File: src/rtl/collide_sched.sv
`default_nettype none
// ============================================================================
// collide_sched : word-serial overlap check of an obstacle map against one
//                 agent map slot; reports whether any cell is shared. Rev 1.0
// ============================================================================
module collide_sched #(
  parameter int WORD_W   = 256,
  parameter int WORD_NUM = 256,
  parameter int ADDR_W   = 8,
  parameter int SLOT_W   = 4
) (
  input  logic                     clk,
  input  logic                     rst,
  input  logic                     req_valid,
  output logic                     req_ready,
  input  logic [SLOT_W-1:0]        req_slot,
  output logic                     obs_rd_en,
  output logic [ADDR_W-1:0]        obs_addr,
  input  logic [WORD_W-1:0]        obs_rdata,
  output logic                     agt_rd_en,
  output logic [SLOT_W+ADDR_W-1:0] agt_addr,
  input  logic [WORD_W-1:0]        agt_rdata,
  output logic                     res_valid,
  input  logic                     res_ready,
  output logic                     res_collide,
  output logic [SLOT_W-1:0]        res_slot,
  output logic                     busy,
  output logic [15:0]              chk_cnt,
  output logic [15:0]              hit_cnt
);

  typedef enum logic [1:0] {
    IDLE  = 2'd0,
    READ  = 2'd1,
    DRAIN = 2'd2,
    DONE  = 2'd3
  } state_t;

  localparam logic [ADDR_W-1:0] LAST_WORD = ADDR_W'(WORD_NUM - 1);
  localparam logic [15:0]       CNT_MAX   = 16'hFFFF;

  state_t            state_q, state_d;
  logic [ADDR_W-1:0] word_q, word_d;
  logic [SLOT_W-1:0] slot_q, slot_d;
  logic              hit_q, hit_d;
  logic              dv_q;
  logic              rd_en;
  logic              hit_now;
  logic [15:0]       chk_cnt_q, chk_cnt_d;
  logic [15:0]       hit_cnt_q, hit_cnt_d;

  // Read data lands one cycle after the strobe; dv_q marks that cycle.
  assign hit_now = dv_q & (|(obs_rdata & agt_rdata));

  always_comb begin
    state_d   = state_q;
    word_d    = word_q;
    slot_d    = slot_q;
    hit_d     = hit_q;
    chk_cnt_d = chk_cnt_q;
    hit_cnt_d = hit_cnt_q;
    rd_en     = 1'b0;
    req_ready = 1'b0;
    res_valid = 1'b0;
    case (state_q)
      IDLE: begin
        req_ready = 1'b1;
        if (req_valid) begin
          slot_d  = req_slot;
          word_d  = '0;
          hit_d   = 1'b0;
          state_d = READ;
        end
      end
      READ: begin
        rd_en = 1'b1;
        if (word_q != LAST_WORD) begin
          word_d = word_q + ADDR_W'(1);
        end else begin
          state_d = DRAIN;
        end
        // An early hit ends the scan; the read issued this cycle is discarded.
        if (hit_now) begin
          hit_d   = 1'b1;
          state_d = DONE;
        end
      end
      DRAIN: begin
        if (hit_now) begin
          hit_d = 1'b1;
        end
        state_d = DONE;
      end
      DONE: begin
        res_valid = 1'b1;
        if (res_ready) begin
          state_d = IDLE;
          if (chk_cnt_q != CNT_MAX) begin
            chk_cnt_d = chk_cnt_q + 16'd1;
          end
          if (hit_q && (hit_cnt_q != CNT_MAX)) begin
            hit_cnt_d = hit_cnt_q + 16'd1;
          end
        end
      end
      default: state_d = IDLE;
    endcase
  end

  always_ff @(posedge clk or posedge rst) begin
    if (rst) begin
      state_q   <= IDLE;
      word_q    <= '0;
      slot_q    <= '0;
      hit_q     <= 1'b0;
      dv_q      <= 1'b0;
      chk_cnt_q <= '0;
      hit_cnt_q <= '0;
    end else begin
      state_q   <= state_d;
      word_q    <= word_d;
      slot_q    <= slot_d;
      hit_q     <= hit_d;
      dv_q      <= rd_en;
      chk_cnt_q <= chk_cnt_d;
      hit_cnt_q <= hit_cnt_d;
    end
  end

  assign obs_rd_en   = rd_en;
  assign agt_rd_en   = rd_en;
  assign obs_addr    = word_q;
  assign agt_addr    = {slot_q, word_q};
  assign res_collide = hit_q;
  assign res_slot    = slot_q;
  assign busy        = (state_q != IDLE);
  assign chk_cnt     = chk_cnt_q;
  assign hit_cnt     = hit_cnt_q;

endmodule
`default_nettype wire

File: config.mk
export PLATFORM = sky130hd
export DESIGN_NAME = collide_sched
export DESIGN_NICKNAME = d
export VERILOG_FILES = /design/src/rtl/collide_sched.sv
export SDC_FILE = /design/constraint.sdc
export NUM_CORES = 1
export LEC_CHECK = 0
export BUFFER_PORTS_ARGS = -buffer_cell sky130_fd_sc_hd__buf_2
export CAP_MARGIN = 20
export CORE_AREA = 2 2 225 227
export DETAILED_ROUTE_END_ITERATION = 10
export DIE_AREA = 0 0 227 229
export GPL_TIMING_DRIVEN = 0
export HOLD_SLACK_MARGIN = 0.1
export SLEW_MARGIN = 25
export SYNTH_ARGS = -nofsm -noshare
export SYNTH_HDL_FRONTEND = slang
export SYNTH_SLANG_ARGS = --single-unit
export TNS_END_PERCENT = 10
File: constraint.sdc
create_clock -name clk -period 3.1 [get_ports clk]
set_input_delay 0.31 -clock clk [delete_from_list [all_inputs] [get_ports clk]]
set_output_delay 0.31 -clock clk [all_outputs]
set_load 0.1 [all_outputs]
==> results_dict.tcl, run 1 <==
set metrics [dict create \
    status "finished clean" \
    drt_iter0_drc 517 \
    io_pins 582 \
    synth_top_area_cell "dfrtp_1" \
    total_power_mw 4.05 \
    synth_compound_area_share_pct 36.3 \
    ys.warnings.count 0 \
    synth_edf_count 0 \
    cts_buffers 5 \
    crit_type "input port to register" \
    drc 0 \
    wl_um 41800 \
    path_max_fanout 4 \
    ctsHoldBuffers 0 \
    period_share_pct 91.0 \
    path_clk_slew_ns 0.07 \
    synth_area_um2 3660 \
    antenna_left 0 \
    ir_drop_mv 0.757 \
    ys_seq_area_share_pct 32.8 \
    coreArea_um2 49700 \
    finish.net_count 1489 \
    synth_adder_area_share_pct 2.05 \
    r2r_cells 8 \
    r2r_start "hit_cnt[0]$_DFFE_PP0P_" \
    power_density_nw_per_um2 525 \
    ys.flop_type "dfrtp_1" \
    synth_area_leaders "dfrtp_1, a22o_1, a221oi_1" \
    start_util_pct 7.38 \
    synth_seq_cells 48 \
    cp_slowest_cell "or4_1" \
    cts_buffer_depth 2 \
    htreeDepth 2 \
    grt_pass1_wl_um 53400 \
    die_width_um 227 \
    cp_cell_sequence "buf_2 -> a22o_1 -> a221oi_2 -> nand4_1 -> or4_1 -> o41ai_4 -> a21oi_2 -> mux2_4" \
    die_h_um 229 \
    min_path_type "input port to async pin" \
    antenna_found_initial 77 \
    rsz0062_at_grt "false" \
    synth.most_common_cell "a22o_1" \
    synth_cell_types 32 \
    syn_area_per_cell_um2 9.77 \
    grt_pass1_vias 6609 \
    area_delta_synth_final_pct 110 \
    n_fill_cell 5733 \
    wl_per_cell_um 25.0 \
    vias_per_cell 3.92 \
    crit_family "compound AO/OA/AOI/OAI gates" \
    yosys.area.top_type_share_pct 32.8 \
    clk-insertion-delay-late_ns 0.30 \
    maxSlewViolCount 0 \
    cp_data_arrival_time_ns 3.01 \
    fmax_ghz 0.354 \
    worst_pin_slew_ns 0.754 \
    dr.pass1.iters 5 \
    multi_input_area_um2 2340 \
    critical_path.startpoint_type "input port" \
    synth_top_family_by_area "compound AO/OA/AOI/OAI gates" \
    ys_async_sr_fraction_pct 100 \
    critical_path_buf_inv_count 1 \
    dieArea_um2 52000 \
    r2r_end "hit_cnt[15]$_DFFE_PP0P_" \
    track_usage_pct 15.2 \
    vias 6558 \
    placed_area_um2 7420 \
    relSlewSlack_pct 49.3 \
    endpoint_kind "register" \
    synthCells 375 \
    synthTopCellsByCount "a22o_1, a221oi_1, dfrtp_1" \
    fin_area_um2 7710 \
    synthesis.nets 901 \
    synthSimpleGateAreaFrac_pct 15.2 \
    hold_viol 0 \
    clock-sinks 48 \
    regArea_um2 1200 \
    reg2reg_slack_ns 0.80 \
    min_period_ns 2.82 \
    cts_root_buffer "clkbuf_16" \
    slowest_delay_ns 0.71 \
    synthXorXnorAreaFrac_pct 8.13 \
    cap_violations 0 \
    gp_congestion 1.04 \
    cts_tree "done" \
    setup-violations-final 0 \
    rows 82 \
    worst_slack_ns 0.279 \
    critPathRequiredTime_ns 3.29 \
    grt_max_degree 49 \
    synthMuxAreaShare_pct 1.95 \
    drive_gt1_share_pct 64.6 \
    p_leak_nw 3.94 \
    portBuffers 581 \
    fin_skew_ns 0.00550 \
    dp_slack_ns -0.172 \
    hpwl_um 38300 \
    overflow 0 \
]
## layout make-up
type                       count  area share (%)
multi-input combinational    305            30.4
clock inverter                 3           0.893
inverter                       9           0.471
timing repair buffer         581            37.7
tap                          672            10.9
sequential                    48            15.6
antenna                       35            1.14
clock buffer                   5            1.62
buffer                        13            1.27
## metrics by stage
stage / utilization (%) / TNS, ns / hold slack [ns] / instances
floorplan: - / 0 / 0.461 / 375
global route: 15.4 / 0 / 0.145 / 1656
global placement: 14.9 / -0.289 / 0.481 / 1628
detailed placement: 14.9 / -0.291 / 0.441 / 1628
finish: 15.5 / 0 / 0.0887 / 1671
CTS: 15.3 / 0 / 0.112 / 1636
## power breakdown
part / switching [mW] / internal, mW
clock: 0.259 / 0.466
sequential: 0.149 / 0.733
combinational: 1.75 / 0.690
total: 2.16 / 1.89
## cell families (layout without fill, tap and decap cells)
group | after synthesis | after routing
adders and majority gates | 6 | 6
AOI/OAI and AO/OA | 151 | 151
other | 0 | 35
muxes | 6 | 6
DFF | 48 | 48
buffers and inverters | 22 | 611
xor gates and xnor gates | 34 | 34
and+or+nand+nor | 108 | 108
## sequential cells by signal, summed over array words and instances, names as in the netlist
register     cells
chk_cnt         16
hit_cnt         16
obs_addr         8
dv_q             1
state_q          2
res_collide      1
res_slot         4
## layout by cell type (no fill, tap or decap), drive strengths merged
master / n
a2111oi: 1
a211oi: 1
a21boi: 2
a21o: 2
a21oi: 9
a221oi: 64
a22o: 64
and2: 2
and3: 3
and4: 3
buf: 594
bufinv: 2
clkbuf: 5
dfrtp: 48
diode: 35
ha: 6
inv: 10
mux2: 6
nand2: 27
nand3: 16
nand4: 27
nor2: 16
nor3: 8
o21a: 1
o21ai: 5
o21ba: 1
o41ai: 1
or3: 2
or4: 4
xnor2: 23
xor2: 11
## worst max-delay path by stage
stage	slack (ns)	cells past startpoint	endpoint	startpoint
6_report	0.28	8	state_q[1]$_DFFE_PP0P_	obs_rdata[148]
5_1_grt	0.17	8	state_q[1]$_DFFE_PP0P_	agt_rdata[81]
4_1_cts	0.15	8	state_q[1]$_DFFE_PP0P_	obs_rdata[148]
3_5_place_dp	-0.17	8	state_q[1]$_DFFE_PP0P_	obs_rdata[148]
3_3_place_gp	-0.16	8	state_q[1]$_DFFE_PP0P_	obs_rdata[148]
2_1_floorplan	0.14	9	obs_addr[5]$_DFFE_PP0P_	state_q[0]$_DFFE_PP0P_
## metal layers
| metal | part of all wire (%) | global-route usage [%] | wire length [um] | vias up |
|---|---|---|---|---|
| li1 | - | - | - | 2791 |
| met5 | 0.49 | 0 | 204 | - |
| met4 | 4.9 | 7.76 | 2040 | 32 |
| met1 | 38 | 17.8 | 15800 | 3099 |
| met2 | 46 | 24.2 | 19000 | 499 |
| met3 | 11 | 5.62 | 4740 | 137 |
## repair_timing
| item | CTS | global route |
|---|---|---|
| setup buffers | 0 | 0 |
| resized for setup | 0 | 1 |
| endpoints found under the setup margin | 0 | 1 |
Power figures use the tool's default switching activity.
==> run 2: changes to the inputs <==
--- a/config.mk
+++ b/config.mk
@@ -12,6 +12,7 @@
 export DIE_AREA = 0 0 227 229
 export GPL_TIMING_DRIVEN = 0
 export HOLD_SLACK_MARGIN = 0.1
+export REMOVE_ABC_BUFFERS = 1
 export SLEW_MARGIN = 25
 export SYNTH_ARGS = -nofsm -noshare
 export SYNTH_HDL_FRONTEND = slang
==> constraint.sdc (replaced) <==
create_clock -name clk -period 3.5 [get_ports clk]
set_input_delay 0.35 -clock clk [delete_from_list [all_inputs] [get_ports clk]]
set_output_delay 0.35 -clock clk [all_outputs]
set_load 0.1 [all_outputs]
==> run 2 against run 1 <==
Global-route usage shrank 0.45 points; non-clock buffer count is 12 lower; clock-buffer cell count unchanged; largest cell class unchanged; largest power group unchanged; highest routed layer unchanged.
==> results_dict.tcl, run 2 (synthesis results as in run 1) <==
set metrics [dict create \
    fmax_ghz 0.331 \
    multi_input_area_um2 2330 \
    start_util_pct 7.38 \
    p_switching_mw 1.90 \
    layout_commonest_cell "buf_2" \
    track_usage_pct 14.7 \
    hpwl_um 37700 \
    io_pins 582 \
    dieArea_um2 52000 \
    hold_viol 0 \
    drc 0 \
    fin_skew_ns 0.00728 \
    cts_resized 0 \
    internal_power_mw 1.62 \
    holdWs_ns 0.117 \
    endpoint_kind "register" \
    worst_pin_slew_ns 0.872 \
    area_delta_synth_final_pct 107 \
    portBuffers 581 \
    path_clk_slew_ns 0.07 \
    vias_per_cell 3.77 \
    clk-insertion-delay-late_ns 0.30 \
    period_share_pct 86.3 \
    coreArea_um2 49700 \
    htreeDepth 2 \
    antenna_left 0 \
    drt_iter0_drc 367 \
    relSlewSlack_pct 41.4 \
    critPathRequiredTime_ns 3.69 \
    regArea_um2 1200 \
    min_period_ns 3.02 \
    dr.pass1.iters 5 \
    rsz0062_at_grt "false" \
    grt_max_degree 28 \
    min_path_type "input port to async pin" \
    drive_gt1_share_pct 64.0 \
    die_width_um 227 \
    vias 6195 \
    ctsHoldBuffers 0 \
    p_leak_nw 3.89 \
    gp_congestion 1.03 \
    p_clk_share_pct 18.1 \
    fin_setup_tns_ns 0 \
    comb_power_share_pct 59.8 \
    cp_data_arrival_time_ns 3.21 \
    wl_per_cell_um 24.6 \
    power_density_nw_per_um2 465 \
    die_h_um 229 \
    setup-violations-final 0 \
    worst_slack_ns 0.478 \
    cts_buffer_depth 2 \
    post-cts-setup-buffer-count 0 \
    maxSlewViolCount 0 \
    grt_pass1_vias 6320 \
    status "finished clean" \
    grt_pass1_wl_um 51500 \
    cts_root_buffer "clkbuf_16" \
    power.share.sequential_pct 22.1 \
    cts_buffers 5 \
    clock-sinks 48 \
    most-common-layout-cells "buf_2, a22o_1, a221oi_1" \
    n_fill_cell 5762 \
    finish.net_count 1477 \
    ir_drop_mv 0.883 \
    rows 82 \
    cts_tree "done" \
    p_sw_share_pct 54.0 \
    overflow 0 \
    cap_violations 0 \
    dp_slack_ns 0.247 \
    antenna_found_initial 45 \
    path_max_fanout 4 \
    crit_type "input port to register" \
    wl_um 40400 \
    critical_path.startpoint_type "input port" \
]
[run 2: power groups by stage]
stage	combinational [mW]	sequential (mW)	clock, mW
final	2.11	0.780	0.637
after global routing	2.21	0.795	0.688
after CTS	2.12	0.781	0.656
after detailed placement	2.11	0.789	0
after global placement	2.09	0.783	0
after floorplan	0.645	1.57	0
[run 2: final timing paths]
kind / cells after the start / slack (ns) / startpoint / end
setup / recovery: 8 / 0.48 / obs_rdata[16] / state_q[1]$_DFFE_PP0P_
hold / removal: 2 / 0.12 / rst / res_slot[0]$_DFFE_PP0P_
setup reg to reg: 8 / 0.96 / hit_cnt[0]$_DFFE_PP0P_ / hit_cnt[8]$_DFFE_PP0P_
hold reg to reg: 1 / 0.50 / chk_cnt[3]$_DFFE_PP0P_ / chk_cnt[3]$_DFFE_PP0P_
max in group asynchronous: 3 / 2.84 / rst / hit_cnt[10]$_DFFE_PP0P_
min in group clk: 2 / 0.28 / req_slot[2] / res_slot[2]$_DFFE_PP0P_
[run 2: worst max-delay path: stages]
cell      delay, ns
buf_2          0.11
a22o_1         0.24
a221oi_1       0.62
nand4_1        0.22
or4_1          0.70
o41ai_4        0.54
a21oi_2        0.12
mux2_4         0.31
[run 2: routing by layer]
metal  GRT usage (%)  part of all wire (%)
met5               0                  0.18
met3            5.00                   9.3
met4            5.88                   4.5
met2            24.3                    46
met1            17.5                    40
[run 2: through the flow]
stage	utilization (%)	total power, mW	instances	cell area, um2
after floorplan	-	2.21	362	3570
after global placement	14.7	2.87	1615	7320
after detailed placement	14.8	2.90	1616	7340
after CTS	15.2	3.55	1624	7540
after global routing	15.2	3.69	1635	7560
final	15.3	3.53	1643	7580
[run 2: cell type report]
cell class | instances | share of cell area [%]
Antenna cell | 19 | 0.627
Multi-Input combinational cell | 305 | 30.7
Clock buffer | 5 | 1.65
Timing Repair Buffer | 582 | 38.7
Tap cell | 672 | 11.1
Inverter | 9 | 0.445
Clock inverter | 3 | 0.907
Sequential cell | 48 | 15.8
